$ cat src/rtl/uart_cmd_pkg.sv
// Shared types and constants for the UART command transmitter.
// FRAME_BITS follows UART_CMD_TX_PARITY_EN (11 with even parity, 10 without).
package uart_cmd_pkg;

  typedef enum logic [2:0] {
    IDLE   = 3'd0,
    START  = 3'd1,
    DATA   = 3'd2,
    PARITY = 3'd3,
    STOP   = 3'd4,
    GAP    = 3'd5
  } state_e;

  localparam logic [7:0] RF_WR_CMD   = 8'hAA;
  localparam logic [7:0] RF_RD_CMD   = 8'hBB;
  localparam logic [7:0] ALU_OP_CMD  = 8'hCC;
  localparam logic [7:0] ALU_NOP_CMD = 8'hDD;

  localparam logic [1:0] RF_WR_ARGS   = 2'd2;
  localparam logic [1:0] RF_RD_ARGS   = 2'd1;
  localparam logic [1:0] ALU_OP_ARGS  = 2'd3;
  localparam logic [1:0] ALU_NOP_ARGS = 2'd1;

`ifdef UART_CMD_TX_PARITY_EN
  localparam int FRAME_BITS = 11;
`else
  localparam int FRAME_BITS = 10;
`endif

  function automatic logic [1:0] expected_args(input logic [7:0] op);
    logic [1:0] n;
    case (op)
      RF_WR_CMD:   n = RF_WR_ARGS;
      RF_RD_CMD:   n = RF_RD_ARGS;
      ALU_OP_CMD:  n = ALU_OP_ARGS;
      ALU_NOP_CMD: n = ALU_NOP_ARGS;
      default:     n = 2'd0;
    endcase
    return n;
  endfunction

endpackage

$ cat src/rtl/uart_byte_ser.sv
// Serializes one byte as start / data LSB-first / [even parity] / stop, PRESCALE clocks per bit.
// Parity bit present only when UART_CMD_TX_PARITY_EN is defined.
module uart_byte_ser
  import uart_cmd_pkg::*;
#(
  parameter int DATA_WIDTH = 8,
  parameter int PRESCALE   = 32
) (
  input  logic                  clk_i,
  input  logic                  rst_i,
  input  logic                  start_i,
  input  logic [DATA_WIDTH-1:0] data_i,
  input  logic                  last_i,
  output logic                  tx_o,
  output logic                  done_o,
  output logic                  cmd_done_o
);

  localparam int CW = (PRESCALE > 1) ? $clog2(PRESCALE) : 1;
  localparam int BW = (DATA_WIDTH > 1) ? $clog2(DATA_WIDTH) : 1;
  localparam logic [CW-1:0] CNT_LAST = CW'(PRESCALE - 1);
  localparam logic [CW-1:0] CNT_PRE  = CW'(PRESCALE - 2);
  localparam logic [BW-1:0] BIT_LAST = BW'(DATA_WIDTH - 1);

`ifdef UART_CMD_TX_PARITY_EN
  function automatic logic even_parity(input logic [DATA_WIDTH-1:0] b);
    return ^b;
  endfunction

  logic par_q;
`endif

  state_e                state_q;
  logic [CW-1:0]         cnt_q;
  logic [BW-1:0]         bit_q;
  logic [DATA_WIDTH-1:0] shift_q;
  logic                  tx_q;
  logic                  done_q;
  logic                  cmd_done_q;
  logic                  last_q;
  logic                  cnt_end_s;

  assign cnt_end_s  = (cnt_q == CNT_LAST);
  assign tx_o       = tx_q;
  assign done_o     = done_q;
  assign cmd_done_o = cmd_done_q;

  always_ff @(posedge clk_i) begin
    if (rst_i) begin
      state_q    <= IDLE;
      cnt_q      <= '0;
      bit_q      <= '0;
      shift_q    <= '0;
      tx_q       <= 1'b1;
      done_q     <= 1'b0;
      cmd_done_q <= 1'b0;
      last_q     <= 1'b0;
`ifdef UART_CMD_TX_PARITY_EN
      par_q      <= 1'b0;
`endif
    end else begin
      done_q     <= 1'b0;
      cmd_done_q <= 1'b0;
      if (state_q != IDLE) begin
        cnt_q <= cnt_end_s ? '0 : cnt_q + CW'(1);
      end
      case (state_q)
        IDLE: begin
          if (start_i) begin
            state_q <= START;
            tx_q    <= 1'b0;
            shift_q <= data_i;
            last_q  <= last_i;
`ifdef UART_CMD_TX_PARITY_EN
            par_q   <= even_parity(data_i);
`endif
          end else begin
            tx_q <= 1'b1;
          end
        end
        START: begin
          if (cnt_end_s) begin
            state_q <= DATA;
            bit_q   <= '0;
            tx_q    <= shift_q[0];
            shift_q <= shift_q >> 1;
          end
        end
        DATA: begin
          if (cnt_end_s) begin
            if (bit_q == BIT_LAST) begin
`ifdef UART_CMD_TX_PARITY_EN
              state_q <= PARITY;
              tx_q    <= par_q;
`else
              state_q <= STOP;
              tx_q    <= 1'b1;
`endif
            end else begin
              bit_q   <= bit_q + BW'(1);
              tx_q    <= shift_q[0];
              shift_q <= shift_q >> 1;
            end
          end
        end
`ifdef UART_CMD_TX_PARITY_EN
        PARITY: begin
          if (cnt_end_s) begin
            state_q <= STOP;
            tx_q    <= 1'b1;
          end
        end
`endif
        STOP: begin
          // Flag the last clock of the stop bit so the sequencer can chain the next frame.
          if (cnt_q == CNT_PRE) begin
            done_q     <= 1'b1;
            cmd_done_q <= last_q;
          end
          if (cnt_end_s) begin
            if (start_i) begin
              state_q <= START;
              tx_q    <= 1'b0;
              shift_q <= data_i;
              last_q  <= last_i;
`ifdef UART_CMD_TX_PARITY_EN
              par_q   <= even_parity(data_i);
`endif
            end else begin
              state_q <= IDLE;
              tx_q    <= 1'b1;
            end
          end
        end
        default: begin
          state_q <= IDLE;
          tx_q    <= 1'b1;
        end
      endcase
    end
  end

endmodule

$ cat src/rtl/uart_cmd_tx.sv
// UART command transmitter: latches opcode + CMD_LEN args on handshake and sends them as frames.
// Define UART_CMD_TX_PARITY_EN to add an even parity bit to every frame.
module uart_cmd_tx
  import uart_cmd_pkg::*;
#(
  parameter int DATA_WIDTH = 8,
  parameter int PRESCALE   = 32,
  parameter int GAP_BITS   = 0
) (
  input  logic                  CLK,
  input  logic                  RST,
  input  logic                  CMD_VALID,
  output logic                  CMD_READY,
  input  logic [DATA_WIDTH-1:0] CMD_OP,
  input  logic [DATA_WIDTH-1:0] CMD_ARG0,
  input  logic [DATA_WIDTH-1:0] CMD_ARG1,
  input  logic [DATA_WIDTH-1:0] CMD_ARG2,
  input  logic [1:0]            CMD_LEN,
  output logic                  TX_OUT,
  output logic                  BUSY,
  output logic                  CMD_DONE
);

  localparam bit NO_GAP   = (GAP_BITS == 0);
  localparam int GAP_CLKS = (GAP_BITS > 0) ? GAP_BITS * PRESCALE : 1;
  localparam int GAP_CW   = $clog2(GAP_CLKS + 1);
  localparam logic [GAP_CW-1:0] GAP_LAST = GAP_CW'(GAP_CLKS - 1);

  state_e                state_q;
  logic [DATA_WIDTH-1:0] op_q, arg0_q, arg1_q, arg2_q;
  logic [1:0]            len_q;
  logic [1:0]            byte_idx_q;
  logic [GAP_CW-1:0]     gap_cnt_q;
  logic                  start_q;
  logic                  ready_q;
  logic                  busy_q;

  logic [1:0]            sel_s;
  logic [DATA_WIDTH-1:0] byte_s;
  logic                  more_s;
  logic                  gap_end_s;
  logic                  ser_start_s;
  logic                  ser_done_s;

  // byte_idx_q is the frame in flight; the byte to load next is idx+1 except for the opcode.
  always_comb begin
    sel_s       = start_q ? 2'd0 : byte_idx_q + 2'd1;
    byte_s      = op_q;
    case (sel_s)
      2'd0:    byte_s = op_q;
      2'd1:    byte_s = arg0_q;
      2'd2:    byte_s = arg1_q;
      2'd3:    byte_s = arg2_q;
      default: byte_s = op_q;
    endcase
    more_s      = (byte_idx_q != len_q);
    gap_end_s   = (gap_cnt_q == GAP_LAST);
    ser_start_s = start_q
                | ((state_q == START) && ser_done_s && more_s && NO_GAP)
                | ((state_q == GAP) && gap_end_s);
  end

  always_ff @(posedge CLK) begin
    if (RST) begin
      state_q    <= IDLE;
      op_q       <= '0;
      arg0_q     <= '0;
      arg1_q     <= '0;
      arg2_q     <= '0;
      len_q      <= 2'd0;
      byte_idx_q <= 2'd0;
      gap_cnt_q  <= '0;
      start_q    <= 1'b0;
      ready_q    <= 1'b0;
      busy_q     <= 1'b0;
    end else begin
      start_q <= 1'b0;
      case (state_q)
        IDLE: begin
          if (CMD_VALID && ready_q) begin
            op_q       <= CMD_OP;
            arg0_q     <= CMD_ARG0;
            arg1_q     <= CMD_ARG1;
            arg2_q     <= CMD_ARG2;
            len_q      <= CMD_LEN;
            byte_idx_q <= 2'd0;
            start_q    <= 1'b1;
            state_q    <= START;
            ready_q    <= 1'b0;
            busy_q     <= 1'b1;
          end else begin
            ready_q <= 1'b1;
            busy_q  <= 1'b0;
          end
        end
        START: begin
          if (ser_done_s) begin
            if (!more_s) begin
              state_q    <= IDLE;
              byte_idx_q <= 2'd0;
              ready_q    <= 1'b1;
              busy_q     <= 1'b0;
            end else if (NO_GAP) begin
              byte_idx_q <= byte_idx_q + 2'd1;
            end else begin
              state_q   <= GAP;
              gap_cnt_q <= '0;
            end
          end
        end
        GAP: begin
          if (gap_end_s) begin
            gap_cnt_q  <= '0;
            byte_idx_q <= byte_idx_q + 2'd1;
            state_q    <= START;
          end else begin
            gap_cnt_q <= gap_cnt_q + GAP_CW'(1);
          end
        end
        default: begin
          state_q <= IDLE;
          busy_q  <= 1'b0;
          ready_q <= 1'b0;
        end
      endcase
    end
  end

  uart_byte_ser #(
    .DATA_WIDTH(DATA_WIDTH),
    .PRESCALE  (PRESCALE)
  ) u_ser (
    .clk_i     (CLK),
    .rst_i     (RST),
    .start_i   (ser_start_s),
    .data_i    (byte_s),
    .last_i    (sel_s == len_q),
    .tx_o      (TX_OUT),
    .done_o    (ser_done_s),
    .cmd_done_o(CMD_DONE)
  );

  assign CMD_READY = ready_q;
  assign BUSY      = busy_q;

endmodule

$ cat config.mk
export PLATFORM = sky130hd
export DESIGN_NAME = uart_cmd_tx
export DESIGN_NICKNAME = d
export VERILOG_FILES = /design/src/rtl/uart_cmd_pkg.sv /design/src/rtl/uart_byte_ser.sv /design/src/rtl/uart_cmd_tx.sv
export SDC_FILE = /design/constraint.sdc
export NUM_CORES = 1
export LEC_CHECK = 0
export ABC_AREA = 1
export ABC_CLOCK_PERIOD_IN_PS = 2600
export CAP_MARGIN = 20
export CORE_UTILIZATION = 50
export DETAILED_ROUTE_END_ITERATION = 16
export GPL_TIMING_DRIVEN = 0
export HOLD_SLACK_MARGIN = 0.08
export PLACE_DENSITY = 0.73
export SYNTH_ARGS = -nofsm -noshare
export SYNTH_HDL_FRONTEND = slang
export SYNTH_SLANG_ARGS = --single-unit
$ cat constraint.sdc
create_clock -name CLK -period 2.6 [get_ports CLK]
set_input_delay 0.39 -clock CLK [delete_from_list [all_inputs] [get_ports CLK]]
set_output_delay 0.39 -clock CLK [all_outputs]
set_load 0.03 [all_outputs]
==> results.ini <==
[grt]
grt_first_pass_wirelength_um = 12000
grt_max_degree = 11
grt_antenna_before_repair = 0
overflow = 0
grt_usage_pct = 25.2
grt_pass1_vias = 2705

[critical_path]
startpoint = u_ser.cnt_q[1]
crit_slowest_cell = dfxtp_1
cp_num_buf_inv = 2
critical_path.top_delay_family = simple AND/OR/NAND/NOR gates
critPathMaxStageDelay_ns = 0.38
end_kind = flip-flop
reg2reg_from = u_ser.cnt_q[1]
crit_arrival_ns = 2.18
rr_endpoint = u_ser.shift_q[3]
path_class = flip-flop to flip-flop
worstPathRequired_ns = 2.88
path_cells = ha_1 -> inv_1 -> nor2_1 -> ha_1 -> inv_1 -> nand3_1 -> nand3_4 -> nor2_8 -> nand2_4 -> nand2_1 -> nand2_1 -> nor2_1
r2r_setup_slack_ns = 0.69
crit_cells = 12
critPathCapture = u_ser.shift_q[3]
crit_fanout = 9
rr_worst_depth = 12
start_kind = flip-flop

[clocking]
clk_latency_ns = 0.34
clockRootBuffer = clkbuf_8
cts_tree = built
cts.sink_count = 63
cts_resized = 0
numCtsBuffers = 9
clk_path_buf_depth = 2
postCtsSetupBuffers = 0
cts_hold_buf = 0
clkTransAtPathRegs_ns = 0.07
htree_levels = 3

[placed_design]
dp_hpwl_um = 5180
io_buffers = 39
post-place-ws_ns = 0.727
placed_cells = 546
place.gp.congestion = 0.847

[sta]
fmax_mhz = 525
finalWorstSetupSlack_ns = 0.693
final-setup-viol-count = 0
rsz0062_at_grt = false
max_slew.worst_pin.slew_ns = 0.518
relSlewSlack_pct = 65.5
hold_viol_final = 0
maxSlewViolCount = 0
skew_ns = 0.00715
period_minus_slack_ns = 1.91
period_share_pct = 73.3
tns_ns = 0

[route]
avgRoutedWirePerCell_um = 12.6
drtAntennaViolNets = 0
drtIter0Drc = 110
post-route-drc-count = 0
vias = 2872
first_pass_iters = 4
viasPerCell = 5.11
wl_um = 7100

[power_and_ir_drop]
ir_drop_mv = 0.406
power_frac_seq_pct = 40.4
clkPwrFrac_pct = 30.1
p_leak_nw = 1.61
combPwrFrac_pct = 29.5
internal_power_mw = 1.95
swShare_pct = 33.5
p_per_area_mw_per_mm2 = 798
switching_power_mw = 0.984

[synthesis]
synthesis.nets = 477
seq_area_frac_synth_pct = 42.2
ys_seq_elements = 63
yosys-top-cells-count = nor2_1, nand2_1, dfxtp_1
synth-edff-count = 0
yosys.area.top_type_share_pct = 42.2
yosysTopAreaCell = dfxtp_1
synthTopCellsByArea = dfxtp_1, nor2_1, nand2_1
synthMostInstantiatedCell = nor2_1
netlist_area_sq_mm = 0.00299
ys_warn_count = 0
synthArstFlopShare_pct = 0
yosysUniqueCellTypes = 28
synthCells = 435
yosys_most_used_dff = dfxtp_1
avgSynthCellArea_sq_um = 6.87

[layout]
instances_no_fill = 562
post-route-util_pct = 65.2
drive_gt1_share_pct = 8.16
final_nets = 527
antenna_cells = 0
syn_to_final_growth_pct = 23.1

[floorplan]
dieHeight_um = 79.3
die-area_sq_mm = 0.00629
die_w_um = 79.3
ios = 41
rows = 27
core_area_sq_mm = 0.00564
start_util_pct = 52.9

[min_path]
hold_path_depth = 2
hold_class = primary input to flip-flop

[run_status]
status = finished, final reports clean

[job]
maxCapViolations = 0

## stage by stage
stage | power, mW | hold WS [ns] | area [sq um]
CTS | 2.95 | 0.409 | 3680
global route | 3.15 | 0.450 | 3680
floorplan | 1.83 | 0.423 | 2990
finish | 2.93 | 0.408 | 3680
global placement | 2.04 | 0.435 | 3470
detailed placement | 2.06 | 0.444 | 3470
## power groups by stage
stage	registers, mW	clock network (mW)	logic, mW
6_report	1.19	0.884	0.864
4_1_cts	1.18	0.901	0.866
2_1_floorplan	1.20	0	0.629
3_5_place_dp	1.20	0	0.858
3_3_place_gp	1.20	0	0.835
5_1_grt	1.20	0.955	1.00
## per-layer routing
layer / track usage [%] / routed length, um / vias to the layer above
met1: 32.3 / 3430 / 1313
li1: - / - / 1495
met2: 39.5 / 3240 / 56
met3: 6.44 / 327 / 8
met4: 11.6 / 102 / 0
met5: 0 / 0 / -
## placed cells by master, fill, tap and decap left out, types with 2 or more instances in the layout
master	count
a21oi_1	29
buf_2	3
clkbuf_1	12
clkbuf_8	13
clkdlybuf4s50_1	39
clkinv_2	2
dfxtp_1	63
ha_1	5
inv_1	40
inv_2	4
nand2_1	70
nand2_2	5
nand3_1	30
nand3_4	2
nand4_1	8
nor2_1	95
nor2_2	4
nor3_1	3
o21ai_0	51
## how the worst min path moves through the flow
| stage | start | endpoint | slack (ns) |
|---|---|---|---|
| 2_1_floorplan | u_ser.last_q | u_ser.cmd_done_o | 0.42 |
| 6_report | RST | start_q | 0.41 |
| 5_1_grt | RST | u_ser.last_q | 0.45 |
| 4_1_cts | RST | start_q | 0.41 |
| 3_3_place_gp | arg2_q[0] | arg2_q[0] | 0.44 |
| 3_5_place_dp | arg2_q[3] | arg2_q[3] | 0.44 |
## sequential cells by signal, summed over array words and instances, names as in the netlist, 2 cells and up
name	flops
arg0_q	8
arg1_q	8
arg2_q	8
byte_idx_q	2
len_q	2
op_q	8
u_ser.bit_q	3
u_ser.cnt_q	5
u_ser.shift_q	8
u_ser.state_q	3
## kinds of logic after synthesis
| family | count (synthesis) | synth area share, % |
|---|---|---|
| flip-flops | 63 | 42.2 |
| adder cells (fa/ha/maj) | 5 | 2.09 |
| XOR/XNOR | 1 | 0.293 |
| AND/OR/NAND/NOR | 223 | 33.1 |
| buffers and inverters | 62 | 8.59 |
| AO/OA/AOI/OAI | 81 | 13.7 |
## final cells by class
type	count	area (sq um)
clock inverters	3	40.0
repair buffers	39	390
inverters	45	171
fillers	532	1970
plain buffers	17	85.1
flip-flops and latches	63	1260
clock buffers	13	169
multi-input cells	310	1470
well taps	72	90.1
Power figures use the tool's default switching activity.
